<file path="config.mk">
export PLATFORM = sky130hd
export DESIGN_NAME = mem_access_unit
export DESIGN_NICKNAME = d
export VERILOG_FILES = /design/src/rtl/mem_pkg.sv /design/src/rtl/mem_access_unit_lane_unit.sv /design/src/rtl/mem_access_unit.sv
export SDC_FILE = /design/constraint.sdc
export NUM_CORES = 1
export LEC_CHECK = 0
export BUFFER_PORTS_ARGS = -buffer_cell sky130_fd_sc_hd__buf_2
export CAP_MARGIN = 20
export CORE_ASPECT_RATIO = 2
export CORE_MARGIN = 4
export CORE_UTILIZATION = 40
export CTS_CLUSTER_SIZE = 8
export DETAILED_ROUTE_END_ITERATION = 10
export PLACE_DENSITY = 0.77
export SLEW_MARGIN = 5
export SYNTH_ARGS = -nofsm -noshare
export SYNTH_HDL_FRONTEND = slang
export SYNTH_SLANG_ARGS = --single-unit
</file>
<file path="constraint.sdc">
create_clock -name clk -period 5 [get_ports clk]
set_clock_uncertainty 0.15 [all_clocks]
set_input_delay 1.25 -clock clk [delete_from_list [all_inputs] [get_ports clk]]
set_output_delay 1.25 -clock clk [all_outputs]
set_load 0.01 [all_outputs]
</file>
<file path="src/rtl/mem_pkg.sv">
// Shared definitions for the memory access unit: request op codes,
// controller states and the address-alignment field widths.
package mem_pkg;

  // CPU request operation encoding (req_op)
  typedef enum logic [2:0] {
    OP_LW  = 3'd0,
    OP_LH  = 3'd1,
    OP_LHU = 3'd2,
    OP_LB  = 3'd3,
    OP_LBU = 3'd4,
    OP_SW  = 3'd5,
    OP_SH  = 3'd6,
    OP_SB  = 3'd7
  } mem_op_t;

  // Controller states
  typedef enum logic [1:0] {
    IDLE  = 2'd0,
    READ  = 2'd1,
    WRITE = 2'd2,
    RESP  = 2'd3
  } mem_state_t;

  // Low address bits that must be zero for word / halfword accesses
  localparam int WORD_OFF_W = 2;
  localparam int HALF_OFF_W = 1;

  // True for the three store operations
  function automatic logic is_store(input mem_op_t op);
    return (op == OP_SW) || (op == OP_SH) || (op == OP_SB);
  endfunction

endpackage

</file>
<file path="src/rtl/mem_access_unit_lane_unit.sv">
// Combinational lane logic: merges a store halfword/byte into a read word
// and extracts/extends a load result from a word (little-endian lanes).
module lane_unit
  import mem_pkg::*;
(
  input  logic [2:0]  op,
  input  logic [1:0]  byte_off,
  input  logic [31:0] word,
  input  logic [31:0] wdata,
  output logic [31:0] merged,
  output logic [31:0] load_data
);

  mem_op_t     op_s;
  logic [7:0]  byte_s;
  logic [15:0] half_s;

  assign op_s = mem_op_t'(op);

  // Pick the addressed byte and halfword lanes out of the word
  always_comb begin
    byte_s = word[{byte_off, 3'b000} +: 8];
    half_s = word[{byte_off[1], 4'b0000} +: 16];
  end

  // Store path: replace only the addressed lane, keep the rest of the word
  always_comb begin
    merged = word;
    case (op_s)
      OP_SH:   merged[{byte_off[1], 4'b0000} +: 16] = wdata[15:0];
      OP_SB:   merged[{byte_off, 3'b000} +: 8]      = wdata[7:0];
      default: merged = word;
    endcase
  end

  // Load path: sign-extend LH/LB, zero-extend LHU/LBU
  always_comb begin
    load_data = 32'h0000_0000;
    case (op_s)
      OP_LW:   load_data = word;
      OP_LH:   load_data = {{16{half_s[15]}}, half_s};
      OP_LHU:  load_data = {16'h0000, half_s};
      OP_LB:   load_data = {{24{byte_s[7]}}, byte_s};
      OP_LBU:  load_data = {24'h00_0000, byte_s};
      default: load_data = 32'h0000_0000;
    endcase
  end

endmodule

</file>
<file path="src/rtl/mem_access_unit.sv">
// Load/store unit between a CPU request/response port and a single-port
// word memory with combinational read. Sub-word stores are done as
// read-modify-write. All memory-side and response outputs are decoded from
// registered state only, so reset clears them asynchronously.
module mem_access_unit
  import mem_pkg::*;
#(
  parameter int MEM_WORDS = 1024,
  parameter int ADDR_W    = 32
) (
  input  logic              clk,
  input  logic              reset,
  input  logic              req_valid,
  output logic              req_ready,
  input  logic [2:0]        req_op,
  input  logic [ADDR_W-1:0] req_addr,
  input  logic [31:0]       req_wdata,
  output logic              resp_valid,
  input  logic              resp_ready,
  output logic [31:0]       resp_rdata,
  output logic              resp_err,
  output logic [31:0]       mem_addr,
  output logic              mem_we,
  output logic [31:0]       mem_din,
  input  logic [31:0]       mem_dout
);

  mem_state_t        state_r, state_nxt_s;
  mem_op_t           op_r, req_op_s;
  logic [ADDR_W-1:0] addr_r;
  logic [31:0]       wdata_r, word_r;
  logic              err_r;
  logic              align_err_s, range_err_s, req_err_s, accept_s;
  logic [31:0]       word_idx_s, merged_s, load_s;

  assign req_op_s    = mem_op_t'(req_op);
  assign accept_s    = (state_r == IDLE) && req_valid;
  assign range_err_s = (req_addr >> 2) >= ADDR_W'(MEM_WORDS);
  assign req_err_s   = align_err_s || range_err_s;
  assign word_idx_s  = 32'(addr_r >> 2);

  // Alignment check on the incoming request
  always_comb begin
    align_err_s = 1'b0;
    case (req_op_s)
      OP_LH, OP_LHU, OP_SH: align_err_s = (req_addr[HALF_OFF_W-1:0] != '0);
      OP_LW, OP_SW:         align_err_s = (req_addr[WORD_OFF_W-1:0] != '0);
      default:              align_err_s = 1'b0;
    endcase
  end

  // State register
  always_ff @(posedge clk or posedge reset) begin
    if (reset) begin
      state_r <= IDLE;
    end else begin
      state_r <= state_nxt_s;
    end
  end

  // Next-state: errors skip memory, SW writes directly, SH/SB read first
  always_comb begin
    state_nxt_s = state_r;
    case (state_r)
      IDLE: begin
        if (!req_valid) begin
          state_nxt_s = IDLE;
        end else if (req_err_s) begin
          state_nxt_s = RESP;
        end else if (req_op_s == OP_SW) begin
          state_nxt_s = WRITE;
        end else begin
          state_nxt_s = READ;
        end
      end
      READ: begin
        if (is_store(op_r)) begin
          state_nxt_s = WRITE;
        end else begin
          state_nxt_s = RESP;
        end
      end
      WRITE: state_nxt_s = RESP;
      RESP: begin
        if (resp_ready) begin
          state_nxt_s = IDLE;
        end else begin
          state_nxt_s = RESP;
        end
      end
      default: state_nxt_s = IDLE;
    endcase
  end

  // Latch the request on acceptance and capture the memory word in READ
  always_ff @(posedge clk or posedge reset) begin
    if (reset) begin
      op_r    <= OP_LW;
      addr_r  <= '0;
      wdata_r <= 32'h0000_0000;
      err_r   <= 1'b0;
      word_r  <= 32'h0000_0000;
    end else begin
      if (accept_s) begin
        op_r    <= req_op_s;
        addr_r  <= req_addr;
        wdata_r <= req_wdata;
        err_r   <= req_err_s;
      end
      if (state_r == READ) begin
        word_r <= mem_dout;
      end
    end
  end

  lane_unit u_lane (
    .op        (op_r),
    .byte_off  (addr_r[1:0]),
    .word      (word_r),
    .wdata     (wdata_r),
    .merged    (merged_s),
    .load_data (load_s)
  );

  // Output decode from registered state and latched request
  always_comb begin
    req_ready  = (state_r == IDLE);
    resp_valid = (state_r == RESP);
    mem_we     = (state_r == WRITE);
    if ((state_r == READ) || (state_r == WRITE)) begin
      mem_addr = word_idx_s;
    end else begin
      mem_addr = 32'h0000_0000;
    end
    if (state_r != WRITE) begin
      mem_din = 32'h0000_0000;
    end else if (op_r == OP_SW) begin
      mem_din = wdata_r;
    end else begin
      mem_din = merged_s;
    end
    if ((state_r == RESP) && !err_r && !is_store(op_r)) begin
      resp_rdata = load_s;
    end else begin
      resp_rdata = 32'h0000_0000;
    end
    resp_err = (state_r == RESP) && err_r;
  end

endmodule

</file>
Yosys cells after proc, flatten, opt, wreduce, memory -nomap -nowiden
Cells that the tools add are included.
{"block": "totals", "reg_bits": 102, "inputBits": 103, "elab_cells": 61}
{"block": "classes", "n_addsub": 2, "magnitude_cmp": 1, "n_eq_ne": 15, "shifts": 6, "muxes": 15, "n_reduce_logical": 16}
{"op": "32-bit one-hot mux with 5 select lines", "n": 1}
{"op": "32-bit 2-to-1 mux", "n": 3}
{"op": "32-bit bitwise mux", "n": 2}
{"op": "32-bit one-hot mux with 2 select lines", "n": 1}
{"op": "16-bit by 7-bit variable shift with 32-bit output (first input constant)", "n": 1}
{"op": "8-bit by 7-bit variable shift with 32-bit output (first input constant)", "n": 1}
{"op": "16-bit by 7-bit variable part select with 32-bit output", "n": 1}
{"op": "32-bit by 6-bit variable part select with 16-bit output", "n": 1}
{"op": "32-bit by 6-bit variable part select with 8-bit output", "n": 1}
{"op": "8-bit by 7-bit variable part select with 32-bit output", "n": 1}
{"op": "30-bit by 11-bit >= comparator with 1-bit output (second input constant)", "n": 1}
{"op": "30-bit 2-to-1 mux", "n": 1}
{"op": "3-bit == test (second input constant)", "n": 6}
{"op": "5-bit negator with 7-bit output", "n": 2}
{"op": "3-bit by 2-bit == test with 1-bit output (second input constant)", "n": 3}
{"op": "2-bit 2-to-1 mux", "n": 4}
{"op": "2-bit one-hot mux with 4 select lines", "n": 1}
{"op": "3-bit by 1-bit == test with 1-bit output (second input constant)", "n": 2}
{"op": "3-bit zero test", "n": 2}
{"op": "2-bit == test (second input constant)", "n": 2}
{"op": "1-bit logical AND", "n": 4}
{"op": "1-bit logical OR", "n": 4}
{"op": "3-bit OR reduction", "n": 1}
{"op": "2-bit by 1-bit == test with 1-bit output (second input constant)", "n": 1}
{"op": "7 further kinds", "n": 8}

Longest topological paths before layout
Gate-level depths: netlist (run 1).
{"block": "depth", "word_depth": 7, "mapped_depth": 7, "ltp_nobuf": 6}

Cells and area by module
A second synthesis (run 1) with hierarchy kept.
{"block": "hier_totals", "cells_unflattened": 717, "area_unflattened_um2": 6861.6}
{"mod": "mem_access_unit", "instances": 1, "cells_each": 427, "area_each_um2": 5004.8, "seq_area_each_um2": 2552.4}
{"mod": "lane_unit", "instances": 1, "cells_each": 290, "area_each_um2": 1856.8, "seq_area_each_um2": 0.0}

Worst setup path after synthesis (run 1)
No wires, ideal clock.
{"block": "synth_timing", "path_kind": "register to output", "start": "register addr_r[1]", "end": "output port mem_din[13]", "arrival_ps": 1945, "required_ps": 3600, "path_slack_ps": 1655, "path_stages_with_launch": 8, "path_cell_list": "dfrtp_1 > buf_2 > inv_1 > ha_1 > nand3b_1 > nor2_1 > a211oi_1 > o31ai_1"}
{"block": "synth_between", "elab_chain_cells": 6}
{"element": "start, declared", "line_no": "mem_access_unit.sv:30", "source": "logic [ADDR_W-1:0] addr_r;"}
{"element": "start signal, assigned", "line_no": "mem_access_unit.sv:106", "source": "addr_r <= req_addr;"}
{"element": "5-bit negator with 7-bit output, on equally long branches", "line_no": "mem_access_unit_lane_unit.sv:30, mem_access_unit_lane_unit.sv:31"}
{"element": "16-bit by 7-bit variable part select with 32-bit output, or another cell as far along", "line_no": "mem_access_unit_lane_unit.sv:30", "source": "OP_SH: merged[{byte_off[1], 4'b0000} +: 16] = wdata[15:0];"}
{"element": "32-bit bitwise mux, on equally long branches", "line_no": "mem_access_unit_lane_unit.sv:30, mem_access_unit_lane_unit.sv:31"}
{"element": "32-bit one-hot mux with 2 select lines *", "line_no": "mem_access_unit_lane_unit.sv:29", "source": "case (op_s)"}
{"element": "32-bit 2-to-1 mux *", "line_no": "mem_access_unit.sv:137", "source": "end else if (op_r == OP_SW) begin"}
{"element": "32-bit 2-to-1 mux *", "line_no": "mem_access_unit.sv:135", "source": "if (state_r != WRITE) begin"}
{"element": "end, declared", "line_no": "mem_access_unit.sv:24", "source": "output logic [31:0] mem_din,"}
Mark *: on every way between the ends. The rest lies on a longest branch, timed or not.

Final worst setup path (run 1)
{"block": "layout_timing", "start": "register addr_r[0]", "end": "output port mem_din[30]"}
{"block": "layout_between", "elab_chain_cells": 6}
{"element": "5-bit negator with 7-bit output *", "line_no": "mem_access_unit_lane_unit.sv:31", "source": "OP_SB: merged[{byte_off, 3'b000} +: 8] = wdata[7:0];"}
{"element": "8-bit by 7-bit variable part select with 32-bit output or 8-bit by 7-bit variable shift with 32-bit output (tied branches)", "line_no": "mem_access_unit_lane_unit.sv:31"}
{"element": "32-bit bitwise mux *", "line_no": "mem_access_unit_lane_unit.sv:31"}
{"element": "32-bit one-hot mux with 2 select lines *", "line_no": "mem_access_unit_lane_unit.sv:29"}
{"element": "32-bit 2-to-1 mux *", "line_no": "mem_access_unit.sv:137"}
{"element": "32-bit 2-to-1 mux *", "line_no": "mem_access_unit.sv:135"}
Marked as above.

==> results of run 1 <==
-- state kept, by name, indices dropped and copies added, names as in the netlist --
register and cells:
addr_r 32, wdata_r 32, word_r 32, op_r 3, state_r 2, err_r 1
-- cell usage after synthesis (2+ instances only) --
cell type,n,share of area
clkbuf_1,25,0.016
dfrtp_1,102,0.44
o22ai_1,2,0.0021
a222oi_1,14,0.024
or2_1,2,0.0021
ha_1,9,0.019
a21o_1,3,0.0038
nand3_1,2,0.0017
and2_1,31,0.033
a211oi_1,3,0.0038
mux2i_1,3,0.0051
and4b_1,2,0.0034
buf_4,4,0.0051
nor3_1,2,0.0017
nor2_1,16,0.010
a22o_1,8,0.012
a21oi_1,33,0.028
a21boi_2,2,0.0038
or3b_2,2,0.0030
a31oi_1,7,0.0075
nand2_1,38,0.024
buf_2,8,0.0068
nand4b_1,2,0.0030
a22oi_1,15,0.019
inv_1,10,0.0064
o2111ai_1,3,0.0045
mux2_2,120,0.23
nand2b_1,3,0.0032
nor4_1,6,0.0064
nand3b_1,4,0.0051
a221oi_1,2,0.0030
o21ai_0,28,0.024
-- final timing paths --
| path | from | endpoint | slack (ns) |
|---|---|---|---|
| setup / recovery | addr_r[0] | mem_din[30] | 0.89 |
| hold / removal | wdata_r[18] | wdata_r[18] | 0.35 |
| setup reg to reg | state_r[0] | wdata_r[19] | 2.78 |
| hold reg to reg | wdata_r[18] | wdata_r[18] | 0.35 |
| max in group asynchronous | reset | word_r[23] | 2.81 |
| min in group asynchronous | reset | addr_r[4] | 0.98 |
-- power by group --
group          leakage, nW  switching, mW  internal (mW)
registers             1.20          0.424           1.25
clock network        0.159          0.318          0.489
logic                 2.06           1.41           1.31
total                 3.42           2.15           3.05
-- stage by stage --
stage | setup slack, ns | area [um2] | hold slack [ns]
after detailed placement | 1.34 | 7020 | 0.336
final | 0.885 | 7360 | 0.350
after global routing | 0.757 | 7360 | 0.367
after CTS | 0.954 | 7360 | 0.354
after global placement | 1.40 | 7020 | 0.329
after floorplan | 0.925 | 5860 | 0.305
-- cell families after synthesis --
kind of cell / after synthesis / synth area share
AOI/OAI and AO/OA: 132 / 0.156
muxes: 123 / 0.236
and+or+nand+nor: 118 / 0.114
DFF: 102 / 0.436
buffers and inverters: 49 / 0.0372
adders and majority gates: 9 / 0.0192
other: 1 / 0.000640
xor gates and xnor gates: 1 / 0.00150
-- routing by layer --
metal	wire, um	GRT usage	vias to the layer above
met4	822	0.113	0
met1	6680	0.245	2477
met2	9070	0.363	261
li1	-	-	2351
met5	0	0	-
met3	1200	0.0412	55
-- layout make-up --
type                            count  share of cell area
Sequential cell                   102               0.347
Tap cell                          192              0.0327
Multi-Input combinational cell    385               0.421
Clock inverter                      5              0.0145
Clock buffer                       10              0.0311
Timing Repair Buffer              212               0.148
Inverter                           10             0.00544
==> flow_summary.yaml, run 1 <==
global_route:
  grt_pass1_vias: 5268
  grt_first_pass_wirelength_um: 27500
  antenna_found_initial: 0
  grt_max_degree: 76
  grt_usage: 0.211
  overflow: 0
synthesis:
  syn_avg_cell_area_um2: 10.9
  ys_seq_area_frac: 0.436
  yosysWarnings: 0
  yosysUniqueCellTypes: 56
  async_reset_ff_frac: 1.00
  synth_edf_count: 0
  synth_area_um2: 5860
  yosys_register_bits: 102
  ys.flop_type: "dfrtp_1"
  syn_inst: 535
worst_setup_path:
  ff2ff_path_depth: 5
  critical_path_depth: 6
  required_ns: 3.60
  path_delay_family: "flip-flops"
  critPathKind: "flop to primary output"
  cp-end-kind: "primary output"
  crit_slowest_cell: "dfrtp_1"
  crit_path_cell_trace: "inv_1 -> ha_1 -> nor4b_4 -> a221oi_2 -> o31ai_2 -> buf_2"
  arrival_ns: 2.71
  timing.critical_path.buf_inv: 2
  cp_max_fo: 10
  worstSetupStartpointType: "flop"
  cpPeakStageDelay_ns: 0.58
hold_path:
  min_path_cells: 1
  hold_path_class: "flop to flop"
floorplanning:
  initial_core_util: 0.408
  core_um2: 14400
  row_count: 62
  pin_count: 203
  fp.dieW_um: 93.6
  dieArea_um2: 16800
  dieHeight_um: 179
clocking:
  path_clk_slew_ns: 0.07
  cts_setup_buffers: 0
  clock_latency_ns: 0.33
  cts_buffers: 9
  cts.repair.resized: 0
  hold_buffers: 0
  cts-root-buf: "clkbuf_16"
  clock_sinks: 102
  clock_path_buffers: 2
  h-tree-depth: 3
  cts_tree: "built"
sta:
  slew_viol_final: 0
  worst_pin_slew_ns: 0.939
  max_slew_margin: 0.374
  post-route-period-util: 0.823
  tns_ns: 0
  finalHoldViolCount: 0
  period_minus_slack_ns: 4.11
  setup_viol: 0
  rsz0062_at_grt: "no"
  timing.fmax_mhz: 243
finish:
  layout_common_cells: "buf_2, mux2_2, dfrtp_1"
  final_common_cell: "buf_2"
  final-seq-area_um2: 2550
  fillers: 1322
  diodes: 0
  final_util: 0.513
  finalNonFillerCells: 916
  drive_above_1_share: 0.499
  multi_input_area_um2: 3100
  nNetsFinal: 832
  area_delta_synth_final_pct: 25.6
flow_run:
  cap_violations: 0
route:
  num_vias: 5144
  drt_first_pass_iters: 5
  dr.first_iter.drc_count: 372
  routedWlPerCell_um: 19.4
  drtAntennaViolNets: 0
  wirelength_um: 17800
  drc: 0
  detail_route.vias_per_cell: 5.62
power_and_ir_drop:
  p_total_mw: 5.20
  ir_drop_v: 0.000363
  powerDensity_nw_per_um2: 707
  cellLeakagePower_nw: 3.42
status:
  status: "finished clean"
placed_design:
  dp.cells: 901
  port-buffer-count: 200
  globalplace.congestion: 0.971
  dp_hpwl_um: 13500
(Power assumes the default switching activity.)
==> inputs of run 2 (changes only) <==
Clock period 5 ns to 4.21 ns, I/O delays scaled along.
==> run 2 against run 1 <==
Effect of this change: sequential power is 23% higher; largest cell class unchanged; sequential share of layout area is 0.095 points higher; highest routed layer unchanged; routed wire length is 1.9% higher; critical path type unchanged; core utilization down 0.14 points; non-clock buffer count up 1; combinational power is 16% higher; power increased by 16%; via count down 0.47%; clock power grew 1%.
==> flow_summary.yaml, run 2 (synthesis results as in run 1) <==
status:
  status: "finished clean"
power_and_ir_drop:
  p_int_mw: 3.47
  power_frac_seq: 0.342
  powerDensity_nw_per_um2: 824
  cellLeakagePower_nw: 3.41
  power.switching_mw: 2.57
  pwr-share-clk: 0.135
  p_comb_frac: 0.523
  switching_share: 0.426
  ir_drop_v: 0.000380
placed_design:
  port-buffer-count: 200
  dp.cells: 902
  dp_hpwl_um: 13800
  postPlaceCellArea_um2: 7040
  pre_cts_ws_ns: 0.737
  globalplace.congestion: 0.884
sta:
  fin_hold_ws_ns: 0.350
  period_minus_slack_ns: 3.88
  setup_slack_ns: 0.335
  tns_ns: 0
  worst_pin_slew_ns: 0.932
  finalHoldViolCount: 0
  setup_viol: 0
  slew_viol_final: 0
  post-route-period-util: 0.920
  rsz0062_at_grt: "no"
  timing.fmax_mhz: 258
  max_slew_margin: 0.379
finish:
  layout_common_cells: "buf_2, mux2_2, dfrtp_1"
  fin_area_um2: 7340
  fillers: 1339
  nNetsFinal: 833
  final-seq-area_um2: 2550
  finalNonFillerCells: 919
  area_delta_synth_final_pct: 25.3
  multi_input_area_um2: 3100
  top_regs: "addr_r: 32 flops, wdata_r: 32 flops, word_r: 32 flops"
  final_common_cell: "buf_2"
  drive_above_1_share: 0.501
floorplanning:
  core_um2: 14400
  dieHeight_um: 179
  initial_core_util: 0.408
  pin_count: 203
  dieArea_um2: 16800
  fp.dieW_um: 93.6
  row_count: 62
clocking:
  cts_buffers: 9
  cts.repair.resized: 0
  clock_sinks: 102
  clock_latency_ns: 0.34
  h-tree-depth: 3
  path_clk_slew_ns: 0.07
  hold_buffers: 0
  cts_setup_buffers: 0
  cts_tree: "built"
  cts-root-buf: "clkbuf_16"
  clock_path_buffers: 2
route:
  num_vias: 5120
  detail_route.vias_per_cell: 5.57
  wirelength_um: 18100
  drt_first_pass_iters: 6
  routedWlPerCell_um: 19.7
  drtAntennaViolNets: 0
  drc: 0
  dr.first_iter.drc_count: 385
global_route:
  grt_max_degree: 75
  antenna_found_initial: 1
  grt_pass1_vias: 5154
  overflow: 0
  grt_first_pass_wirelength_um: 27600
  grt_usage: 0.212
flow_run:
  cap_violations: 0
worst_setup_path:
  worstSetupStartpointType: "flop"
  ff2ff_path_depth: 5
  required_ns: 3.01
  arrival_ns: 2.67
  cp_max_fo: 10
  cp-end-kind: "primary output"
  critPathKind: "flop to primary output"
hold_path:
  min_path_cells: 1
  hold_path_class: "flop to flop"
## run 2: metal layers
layer  wire length (um)  vias to the layer above  global-route usage
li1                   -                     2357                   -
met1               6910                     2520               0.254
met2               9460                      207               0.374
met3               1120                       36              0.0370
met4                638                        0              0.0832
met5                  0                        -                   0
## run 2: final timing paths
| path | endpoint | start | slack (ns) |
|---|---|---|---|
| setup / recovery | mem_din[30] | addr_r[0] | 0.33 |
| hold / removal | addr_r[7] | addr_r[7] | 0.35 |
| setup reg to reg | wdata_r[5] | state_r[0] | 1.88 |
| hold reg to reg | addr_r[7] | addr_r[7] | 0.35 |
| max in group asynchronous | op_r[2] | reset | 2.36 |
| min in group asynchronous | addr_r[4] | reset | 0.77 |
## run 2: layout make-up
class	instances	share of cell area
well taps	192	0.0327
flip-flops and latches	102	0.348
multi-input cells	385	0.422
clock inverters	6	0.00733
diodes	1	0.000341
repair buffers	213	0.151
inverters	10	0.00546
clock buffers	10	0.0326
## run 2: critical path, stage by stage, from the launching register on
cell      delay, ns
dfrtp_1        0.53
inv_1          0.18
ha_1           0.39
nor4b_4        0.58
a221oi_2       0.16
o31ai_2        0.28
buf_2          0.20
## run 2: stage by stage
step | total power [mW] | util
finish | 6.04 | 0.511
global route | 6.47 | 0.511
CTS | 6.08 | 0.511
detailed placement | 5.24 | 0.491
global placement | 5.17 | 0.491
floorplan | 4.13 | -
## run 2: power by group through the flow
stage	Combinational [mW]	Clock (mW)	Sequential, mW
CTS	3.19	0.839	2.04
detailed placement	3.18	0	2.06
global placement	3.12	0	2.05
floorplan	2.35	0	1.78
finish	3.16	0.815	2.06
global route	3.46	0.883	2.13
